**src/rtl/ir_queue_if.sv**
```systemverilog
// rtl/ir_queue_if.sv - fetch/decode bus bundle for the instruction prefetch queue
interface ir_queue_if #(
    parameter int WIDTH = 16,
    parameter int DEPTH = 4
);
    logic [WIDTH-1:0]               din;
    logic                           write;
    logic                           writeb;
    logic                           writeu;
    logic                           read;
    logic                           flush;
    logic [WIDTH-1:0]               dout;
    logic                           valid;
    logic                           full;
    logic [$clog2(DEPTH+1)-1:0]     count;
    logic                           ovf;

    // Fetch/decode side: drives commands, observes the head entry and status.
    modport master (
        output din, write, writeb, writeu, read, flush,
        input  dout, valid, full, count, ovf
    );

    // Queue side.
    modport slave (
        input  din, write, writeb, writeu, read, flush,
        output dout, valid, full, count, ovf
    );
endinterface

```
**src/rtl/ir_queue.sv**
```systemverilog
// rtl/ir_queue.sv - DEPTH-entry instruction prefetch queue with byte assembly and head upper-byte patch
module ir_queue #(
    parameter int WIDTH = 16,
    parameter int DEPTH = 4
) (
    input  logic        clk,
    input  logic        rst_n,
    ir_queue_if.slave   q
);
    localparam int NB = WIDTH / 8;
    localparam int PW = $clog2(DEPTH);
    localparam int CW = $clog2(DEPTH + 1);
    localparam int BW = $clog2(NB);
    localparam logic [CW-1:0] DEPTH_C  = CW'(DEPTH);
    localparam logic [BW-1:0] LAST_IDX = BW'(NB - 1);

    logic [PW-1:0]    head_q, head_d;
    logic [PW-1:0]    tail_q, tail_d;
    logic [CW-1:0]    count_q, count_d;
    logic [BW-1:0]    byte_idx_q, byte_idx_d;
    logic [WIDTH-1:0] asm_q, asm_d;
    logic             ovf_q, ovf_d;
    logic [WIDTH-1:0] mem_q [DEPTH];
    logic [WIDTH-1:0] mem_d [DEPTH];

    logic             valid;
    logic             full;
    logic             push;
    logic             pop;
    logic [WIDTH-1:0] push_word;
    logic [WIDTH-1:0] asm_lane;

    assign valid = (count_q != '0);
    assign full  = (count_q == DEPTH_C);

    // Next-state: flush clears everything; otherwise resolve push, pop, byte assembly and head patch.
    always_comb begin
        head_d     = head_q;
        tail_d     = tail_q;
        count_d    = count_q;
        byte_idx_d = byte_idx_q;
        asm_d      = asm_q;
        ovf_d      = ovf_q;
        mem_d      = mem_q;
        push       = 1'b0;
        push_word  = '0;
        pop        = 1'b0;
        // Assembly register with the incoming byte dropped into the current lane.
        asm_lane   = asm_q;
        asm_lane[{byte_idx_q, 3'b000} +: 8] = q.din[7:0];

        if (q.flush) begin
            head_d     = '0;
            tail_d     = '0;
            count_d    = '0;
            byte_idx_d = '0;
            asm_d      = '0;
            ovf_d      = 1'b0;
        end else begin
            // Full-word write has priority; a coincident writeb byte is silently dropped.
            if (q.write) begin
                if (full) begin
                    ovf_d = 1'b1;
                end else begin
                    push      = 1'b1;
                    push_word = q.din;
                end
            end else if (q.writeb) begin
                if (full) begin
                    ovf_d = 1'b1;
                end else if (byte_idx_q == LAST_IDX) begin
                    push       = 1'b1;
                    push_word  = asm_lane;
                    byte_idx_d = '0;
                    asm_d      = '0;
                end else begin
                    asm_d      = asm_lane;
                    byte_idx_d = byte_idx_q + BW'(1);
                end
            end

            pop = q.read && valid;

            if (push) begin
                mem_d[tail_q] = push_word;
                tail_d        = tail_q + PW'(1);
            end

            // Tail never equals head while non-empty and not full, so this never collides with the push.
            if (q.writeu && valid && !q.read) begin
                mem_d[head_q][WIDTH-1 -: 8] = q.din[7:0];
            end

            if (pop) begin
                head_d = head_q + PW'(1);
            end

            if (push && !pop) begin
                count_d = count_q + CW'(1);
            end else if (pop && !push) begin
                count_d = count_q - CW'(1);
            end
        end
    end

    // Control state with asynchronous reset; a partial word is discarded.
    always_ff @(posedge clk or negedge rst_n) begin
        if (!rst_n) begin
            head_q     <= '0;
            tail_q     <= '0;
            count_q    <= '0;
            byte_idx_q <= '0;
            asm_q      <= '0;
            ovf_q      <= 1'b0;
        end else begin
            head_q     <= head_d;
            tail_q     <= tail_d;
            count_q    <= count_d;
            byte_idx_q <= byte_idx_d;
            asm_q      <= asm_d;
            ovf_q      <= ovf_d;
        end
    end

    // Entry storage is not reset; dout gating hides stale contents when empty.
    always_ff @(posedge clk) begin
        mem_q <= mem_d;
    end

    assign q.dout  = valid ? mem_q[head_q] : '0;
    assign q.valid = valid;
    assign q.full  = full;
    assign q.count = count_q;
    assign q.ovf   = ovf_q;
endmodule

```
**src/flat_wrapper.sv**
```systemverilog
// flat-port wrapper written by rule: the top's interface ports become plain ports
module ir_queue_flat 
#(
    parameter int WIDTH = 16,
    parameter int DEPTH = 4
)
  (clk, rst_n, q_din, q_write, q_writeb, q_writeu, q_read, q_flush, q_dout, q_valid, q_full, q_count, q_ovf);
  ir_queue_if #(.WIDTH(WIDTH), .DEPTH(DEPTH)) q_i ();
  input  logic clk;
  input  logic rst_n;
  input wire logic [$bits(q_i.din)-1:0] q_din;
  input wire logic [$bits(q_i.write)-1:0] q_write;
  input wire logic [$bits(q_i.writeb)-1:0] q_writeb;
  input wire logic [$bits(q_i.writeu)-1:0] q_writeu;
  input wire logic [$bits(q_i.read)-1:0] q_read;
  input wire logic [$bits(q_i.flush)-1:0] q_flush;
  output wire logic [$bits(q_i.dout)-1:0] q_dout;
  output wire logic [$bits(q_i.valid)-1:0] q_valid;
  output wire logic [$bits(q_i.full)-1:0] q_full;
  output wire logic [$bits(q_i.count)-1:0] q_count;
  output wire logic [$bits(q_i.ovf)-1:0] q_ovf;
  assign q_i.din = q_din;
  assign q_i.write = q_write;
  assign q_i.writeb = q_writeb;
  assign q_i.writeu = q_writeu;
  assign q_i.read = q_read;
  assign q_i.flush = q_flush;
  assign q_dout = q_i.dout;
  assign q_valid = q_i.valid;
  assign q_full = q_i.full;
  assign q_count = q_i.count;
  assign q_ovf = q_i.ovf;
  ir_queue #(.WIDTH(WIDTH), .DEPTH(DEPTH)) u_core (.clk(clk), .rst_n(rst_n), .q(q_i));
endmodule
```
**config.mk**
```make
export PLATFORM = sky130hd
export DESIGN_NAME = ir_queue_flat
export DESIGN_NICKNAME = d
export VERILOG_FILES = /design/src/rtl/ir_queue_if.sv /design/src/rtl/ir_queue.sv /design/src/flat_wrapper.sv
export SDC_FILE = /design/constraint.sdc
export NUM_CORES = 1
export LEC_CHECK = 0
export CORE_MARGIN = 2
export CORE_UTILIZATION = 45
export DETAILED_ROUTE_END_ITERATION = 8
export PLACE_DENSITY = 0.68
export SLEW_MARGIN = 10
export SYNTH_ARGS = -nofsm -noshare
export SYNTH_HDL_FRONTEND = slang
export SYNTH_SLANG_ARGS = --single-unit
```
**constraint.sdc**
```tcl
create_clock -name clk -period 2.3 [get_ports clk]
set_input_delay 0.23 -clock clk [delete_from_list [all_inputs] [get_ports clk]]
set_output_delay 0.23 -clock clk [all_outputs]
set_load 0.01 [all_outputs]
```
Word-level counts from Yosys, hierarchy flattened
Cells that the tools add are included.
{"block": "word_totals", "ff_bits": 89, "inputBits": 23, "elab_cells": 91}
{"block": "classes", "addsub": 6, "n_lt_le_gt_ge": 4, "n_eq_ne": 3, "shifts": 2, "mux": 47, "bitwise_logic": 2, "n_reduce_logical": 17}
{"op": "2-to-1 mux 16 bit", "n": 16}
{"op": "2-to-1 mux 64 bit", "n": 3}
{"op": "bitwise mux 64 bit", "n": 2}
{"op": "demux 16 bit (select 2 bit)", "n": 2}
{"op": "binary-select mux 16 bit (select 2 bit)", "n": 1}
{"op": "bitwise mux 16 bit", "n": 1}
{"op": "variable shift 8 x 6 -> 16 bit, first input constant", "n": 1}
{"op": "indexed part select 8 x 6 -> 16 bit", "n": 1}
{"op": "2-to-1 mux 1 bit", "n": 15}
{"op": "2-to-1 mux 3 bit", "n": 3}
{"op": "nonzero test 3 bit", "n": 3}
{"op": "2-to-1 mux 2 bit", "n": 4}
{"op": "logical AND 1 bit", "n": 7}
{"op": ">= comparator 3 bit, second input constant", "n": 2}
{"op": "< comparator 3 x 1 -> 1 bit, second input constant", "n": 2}
{"op": "negation 4 -> 6 bit", "n": 1}
{"op": "NOT 2 -> 3 bit", "n": 2}
{"op": "nonzero test 2 bit", "n": 3}
{"op": "adder 2 x 1 -> 2 bit, second input constant", "n": 2}
{"op": "adder 3 x 1 -> 3 bit, second input constant", "n": 1}
{"op": "equality test 3 bit, second input constant", "n": 1}
{"op": "zero test 1 bit", "n": 3}
{"op": "AND reduction 3 bit", "n": 1}
{"op": "subtractor 3 x 1 -> 3 bit, second input constant", "n": 1}
{"op": "other kinds (3)", "n": 3}

Logic depth before layout (Yosys ltp)
{"block": "depth", "depth_word": 13, "mapped_depth": 9, "mapped_depth_nobuf": 6}

Worst setup path before layout
No wires, ideal clock.
{"block": "synth_path", "path_type": "register -> register", "start": "register u_core.count_q[0], in the netlist u_core.q.count[0]", "end": "register u_core.count_q[2], in the netlist u_core.q.count[2]", "arrival_ns": 2.292, "required_ns": 2.227, "slack_ns": -0.065, "path_stages_with_launch": 8, "path_buffers": 1, "cell_sequence": "dfrtp_1 nor3b_4 buf_4 nor3_1 fa_1 or4_4 a21o_1 a21oi_2"}
{"block": "synth_between", "elab_chain_len": 8}
{"item": "from (decl)", "line": "ir_queue.sv:19", "text": "logic [CW-1:0] count_q, count_d;"}
{"item": "from (signal assigned)", "line": "ir_queue.sv:118", "text": "count_q <= count_d;"}
{"item": "equality test 3 bit (*)", "line": "ir_queue.sv:34", "text": "assign full = (count_q == DEPTH_C);"}
{"item": "net q_full", "line": "flat_wrapper.sv:19", "text": "output wire logic [$bits(q_i.full)-1:0] q_full;"}
{"item": "2-to-1 mux 1 bit", "line": "ir_queue.sv:69", "text": "if (full) begin"}
{"item": "2-to-1 mux 1 bit", "line": "ir_queue.sv:68", "text": "end else if (q.writeb) begin"}
{"item": "2-to-1 mux 1 bit (*)", "line": "ir_queue.sv:61", "text": "if (q.write) begin"}
{"item": "2-to-1 mux 1 bit (*)", "line": "ir_queue.sv:52", "text": "if (q.flush) begin"}
{"item": "logical AND 1 bit or zero test 1 bit (tied branches)", "line": "ir_queue.sv:98, ir_queue.sv:100"}
{"item": "2-to-1 mux 3 bit or logical AND 1 bit (tied branches)", "line": "ir_queue.sv:98, ir_queue.sv:100"}
{"item": "2-to-1 mux 3 bit or nonzero test 3 bit (tied branches)"}
Mark *: on every way through the listed nets, which the timed path passes. The rest lies on a longest branch. The select of a mux whose other input is x is not followed.
A chain may end at the register's enable or synchronous reset.

Worst setup path in the final report
{"block": "layout_path", "start": "register u_core.head_q[0]", "end": "output q_dout[10]"}
{"block": "layout_between", "elab_chain_len": 5}
{"item": "from (decl)", "line": "ir_queue.sv:17", "text": "logic [PW-1:0] head_q, head_d;"}
{"item": "from (signal assigned)", "line": "ir_queue.sv:109", "text": "head_q <= '0;"}
{"item": "from (signal assigned)", "line": "ir_queue.sv:116", "text": "head_q <= head_d;"}
{"item": "NOT 2 -> 3 bit (not written as such)", "line": "ir_queue.sv:130", "text": "assign q.dout = valid ? mem_q[head_q] : '0;"}
{"item": "binary-select mux 16 bit (select 2 bit)", "line": "ir_queue.sv:130"}
{"item": "2-to-1 mux 16 bit (not written as such) (2 in a row)", "line": "ir_queue.sv:130"}
{"item": "2-to-1 mux 16 bit", "line": "ir_queue.sv:130"}
{"item": "to (decl)", "line": "flat_wrapper.sv:17", "text": "output wire logic [$bits(q_i.dout)-1:0] q_dout;"}
Every way passes these cells. The select of a mux whose other input is x is not followed.

==> flow_summary.yaml <==
worst_setup_path:
  setup.worst_path.end_class: "primary output"
  worstSetupStartpoint: "u_core.head_q[0]"
  crit_slowest_cell: "mux4_2"
  cp.arrival_ns: 1.96
  worstSetupStartpointType: "flip-flop"
  critPathMaxFanout: 10
  critPathRequiredTime_ns: 2.07
  timing.critical_path.cells: "buf_12 > mux4_2 > and2_1 > dlygate4sd2_1"
  cp_top_family: "multiplexers"
  crit_path_end: "q_dout[10]"
  crit-reg2reg-launch: "u_core.head_q[0]"
  r2r_setup_slack_ns: 0.23
  cp.buffers_inverters: 2
  setup.worst_path.class: "reg2out"
  timing.critical_path.depth: 4
  r2r.worst_path.cells: 10
  worst_path_largest_cell_delay_ns: 0.54
  r2r_end: "u_core.mem_q[56]"
sta:
  max_slew.worst_pin.slew_ns: 0.826
  final.setup_skew_ns: 0.0122
  timing_hold_violations_final: 0
  setup_viol_count_final: 0
  final.min_clock_period_ns: 2.19
  tns_ns: 0
  worst_slew_margin_rel_pct: 44.7
  fmaxAchievable_mhz: 457
  grt_setup_unrepaired: "no"
  timing.final.max_slew_violations: 0
  finalCritPeriodShare_pct: 95.2
routing:
  drc: 0
  drt-vias-per-instance: 5.45
  routed-via-count: 2995
  met2WireLength_um: 5140
  drt_pass_1_iters: 4
  detail_route.wirelength.met1_um: 4550
  routed_wl_um: 10400
  detailedRoute.firstIterationViolations: 237
  met3RoutedLength_um: 608
  detail_route.wl_per_cell_um: 19.0
  highest-signal-layer: "met4"
  antenna_left: 0
place:
  place.detailed.hpwl_um: 6930
  io_buffers: 44
  detailed_place.area_um2: 5090
  place_congestion: 0.776
cells_and_area:
  n_antenna_cell: 0
  fillerInstances: 782
  drive_above_1_share_pct: 20.7
  stdcell_area_um2: 5390
  nets: 448
  areaGrowthSynthToFinish_pct: 26.3
grt:
  overflow: 0
  via_count_of_the_first_global_routing_pass: 3074
  grt_max_degree: 25
  antenna_found_initial: 0
  first_pass_grt_wire_length_um: 16600
  gr-usage-all-layers_pct: 21.8
power:
  p_per_cell_area_nw_per_um2: 1020
  worst_ir_drop_on_vdd_mv: 0.630
  total_leakage_power_nw: 1.97
floorplan:
  ios: 45
  fp.coreArea_um2: 9240
  initial_core_util_pct: 46.2
  rows: 35
  die_y_extent_um: 101
  floorplan.die.width_um: 101
  die_area_um2: 10300
synth:
  netlist.area_leader.share_pct: 45.0
  yosys_warnings: 0
  synth.top_cells.by_count: "edfxtp_1, nand2_1, o21ai_0"
  asyncSetResetFlopFracSynth_pct: 21.0
  synthesis.area_um2: 4270
  edff_count_synth: 64
  ys_top_cells_by_area: "edfxtp_1, dfrtp_1, mux4_2"
  post-synth-top-count-cell: "edfxtp_1"
  mappedNetlistNets: 378
  syn_avg_cell_area_um2: 12.3
  ys_types: 31
  synth_largest_area_cell: "edfxtp_1"
  ys.flop_type: "edfxtp_1"
  synth_seq_cells: 81
  post_synth_inst_count: 346
  register_area_share_after_synthesis_pct: 55.0
cts:
  clk_pin_slew_ns: 0.10
  tritoncts: "built"
  htree_levels: 3
  clockBufferDepth: 2
  number_of_clock_sinks: 81
  cts_made_buffers: 9
  clock_tree.root_cell: "clkbuf_8"
  worst_skew_pair.late_latency_ns: 0.37
job:
  cap_viol_max_count: 0
status:
  result_of_the_run: "finished, final reports clean"
min_path:
  hold_path_class: "in2async"
==> routing by layer <==
layer | global-route usage [%] | vias to the layer above
met1 | 29.9 | 1481
met3 | 3.80 | 10
li1 | - | 1417
met2 | 35.5 | 87
met4 | 7.07 | 0
met5 | 0 | -
==> cell usage in the layout (no fill, tap or decap), types with 2 or more instances in the layout <==
| cell | netlist | final |
|---|---|---|
| a21o_1 | 2 | 2 |
| a21oi_1 | 7 | 7 |
| a21oi_2 | 3 | 3 |
| a22o_1 | 14 | 14 |
| and2_1 | 20 | 20 |
| buf_12 | 0 | 5 |
| buf_4 | 2 | 29 |
| bufinv_16 | 0 | 3 |
| clkbuf_8 | 0 | 9 |
| clkdlybuf4s50_1 | 0 | 28 |
| dfrtp_1 | 17 | 12 |
| dfrtp_2 | 0 | 5 |
| dlygate4sd2_1 | 0 | 16 |
| edfxtp_1 | 64 | 64 |
| ha_1 | 8 | 8 |
| inv_1 | 9 | 8 |
| inv_6 | 0 | 2 |
| inv_8 | 0 | 2 |
| mux2_2 | 2 | 2 |
| mux2i_1 | 32 | 32 |
| mux4_2 | 16 | 16 |
| nand2_1 | 46 | 46 |
| nand3_1 | 7 | 7 |
| nand4b_1 | 2 | 2 |
| nor2_1 | 13 | 13 |
| nor3_1 | 7 | 6 |
| nor3b_1 | 6 | 2 |
| nor3b_2 | 0 | 4 |
| o21ai_0 | 40 | 40 |
| xnor2_1 | 3 | 3 |
==> cell type report <==
class / count / area [um2] / area share [%]
Timing Repair Buffer: 80 / 777 / 14.4
Sequential cell: 81 / 2350 / 43.6
Multi-Input combinational cell: 235 / 1810 / 33.6
Inverter: 9 / 33.8 / 0.626
Clock inverter: 7 / 130 / 2.41
Tap cell: 129 / 161 / 2.99
Clock buffer: 9 / 124 / 2.30
==> how the worst min path moves through the flow <==
stage	start	end	slack (ns)
after floorplan	rst_n	u_core.asm_q[0]	-0.07
after global placement	u_core.asm_q[3]	u_core.asm_q[3]	0.48
after detailed placement	u_core.asm_q[3]	u_core.asm_q[3]	0.49
after CTS	rst_n	u_core.asm_q[0]	0.36
after global routing	rst_n	u_core.asm_q[5]	0.38
final	rst_n	u_core.asm_q[0]	0.33
==> repair_timing <==
item,CTS,global route
resized for setup,22,0
endpoints found under the setup margin,17,0
setup buffers,3,0
hold buffers,0,0
==> per-stage QoR <==
stage / total power, mW / instances / setup slack, ns / hold WS, ns / util [%]
global placement: 4.12 / 530 / 0.0790 / 0.484 / 55.0
floorplan: 3.23 / 346 / 0.0341 / -0.0656 / -
CTS: 5.52 / 550 / 0.0933 / 0.361 / 58.4
finish: 5.49 / 550 / 0.111 / 0.326 / 58.4
detailed placement: 4.18 / 530 / 0.0628 / 0.486 / 55.0
global route: 5.78 / 550 / 0.0552 / 0.380 / 58.4
==> worst reg2reg max path, stage by stage, from the launching register on <==
cell and delay, ns:
dfrtp_2 0.45, buf_12 0.14, buf_16 0.13, buf_4 0.15, buf_4 0.15, inv_1 0.08
ha_1 0.14, nand2_1 0.05, nor3_1 0.15, buf_4 0.25, o21ai_0 0.12
==> where the power goes <==
| group | total [mW] | switching (mW) | internal, mW |
|---|---|---|---|
| clock | 1.34 | 0.594 | 0.744 |
| combinational | 2.12 | 1.01 | 1.12 |
| sequential | 2.02 | 0.157 | 1.87 |
| total | 5.49 | 1.76 | 3.73 |
==> logic make-up after synthesis <==
kind of cell	count (synthesis)	synth area share, %
adder cells (fa/ha/maj)	9	2.81
AO/OA/AOI/OAI	68	9.73
XOR/XNOR	3	0.615
multiplexers	50	16.5
AND/OR/NAND/NOR	105	12.2
buffers and inverters	30	3.19
flip-flops	81	55.0
No activity file was read; power rests on OpenSTA's default activity.
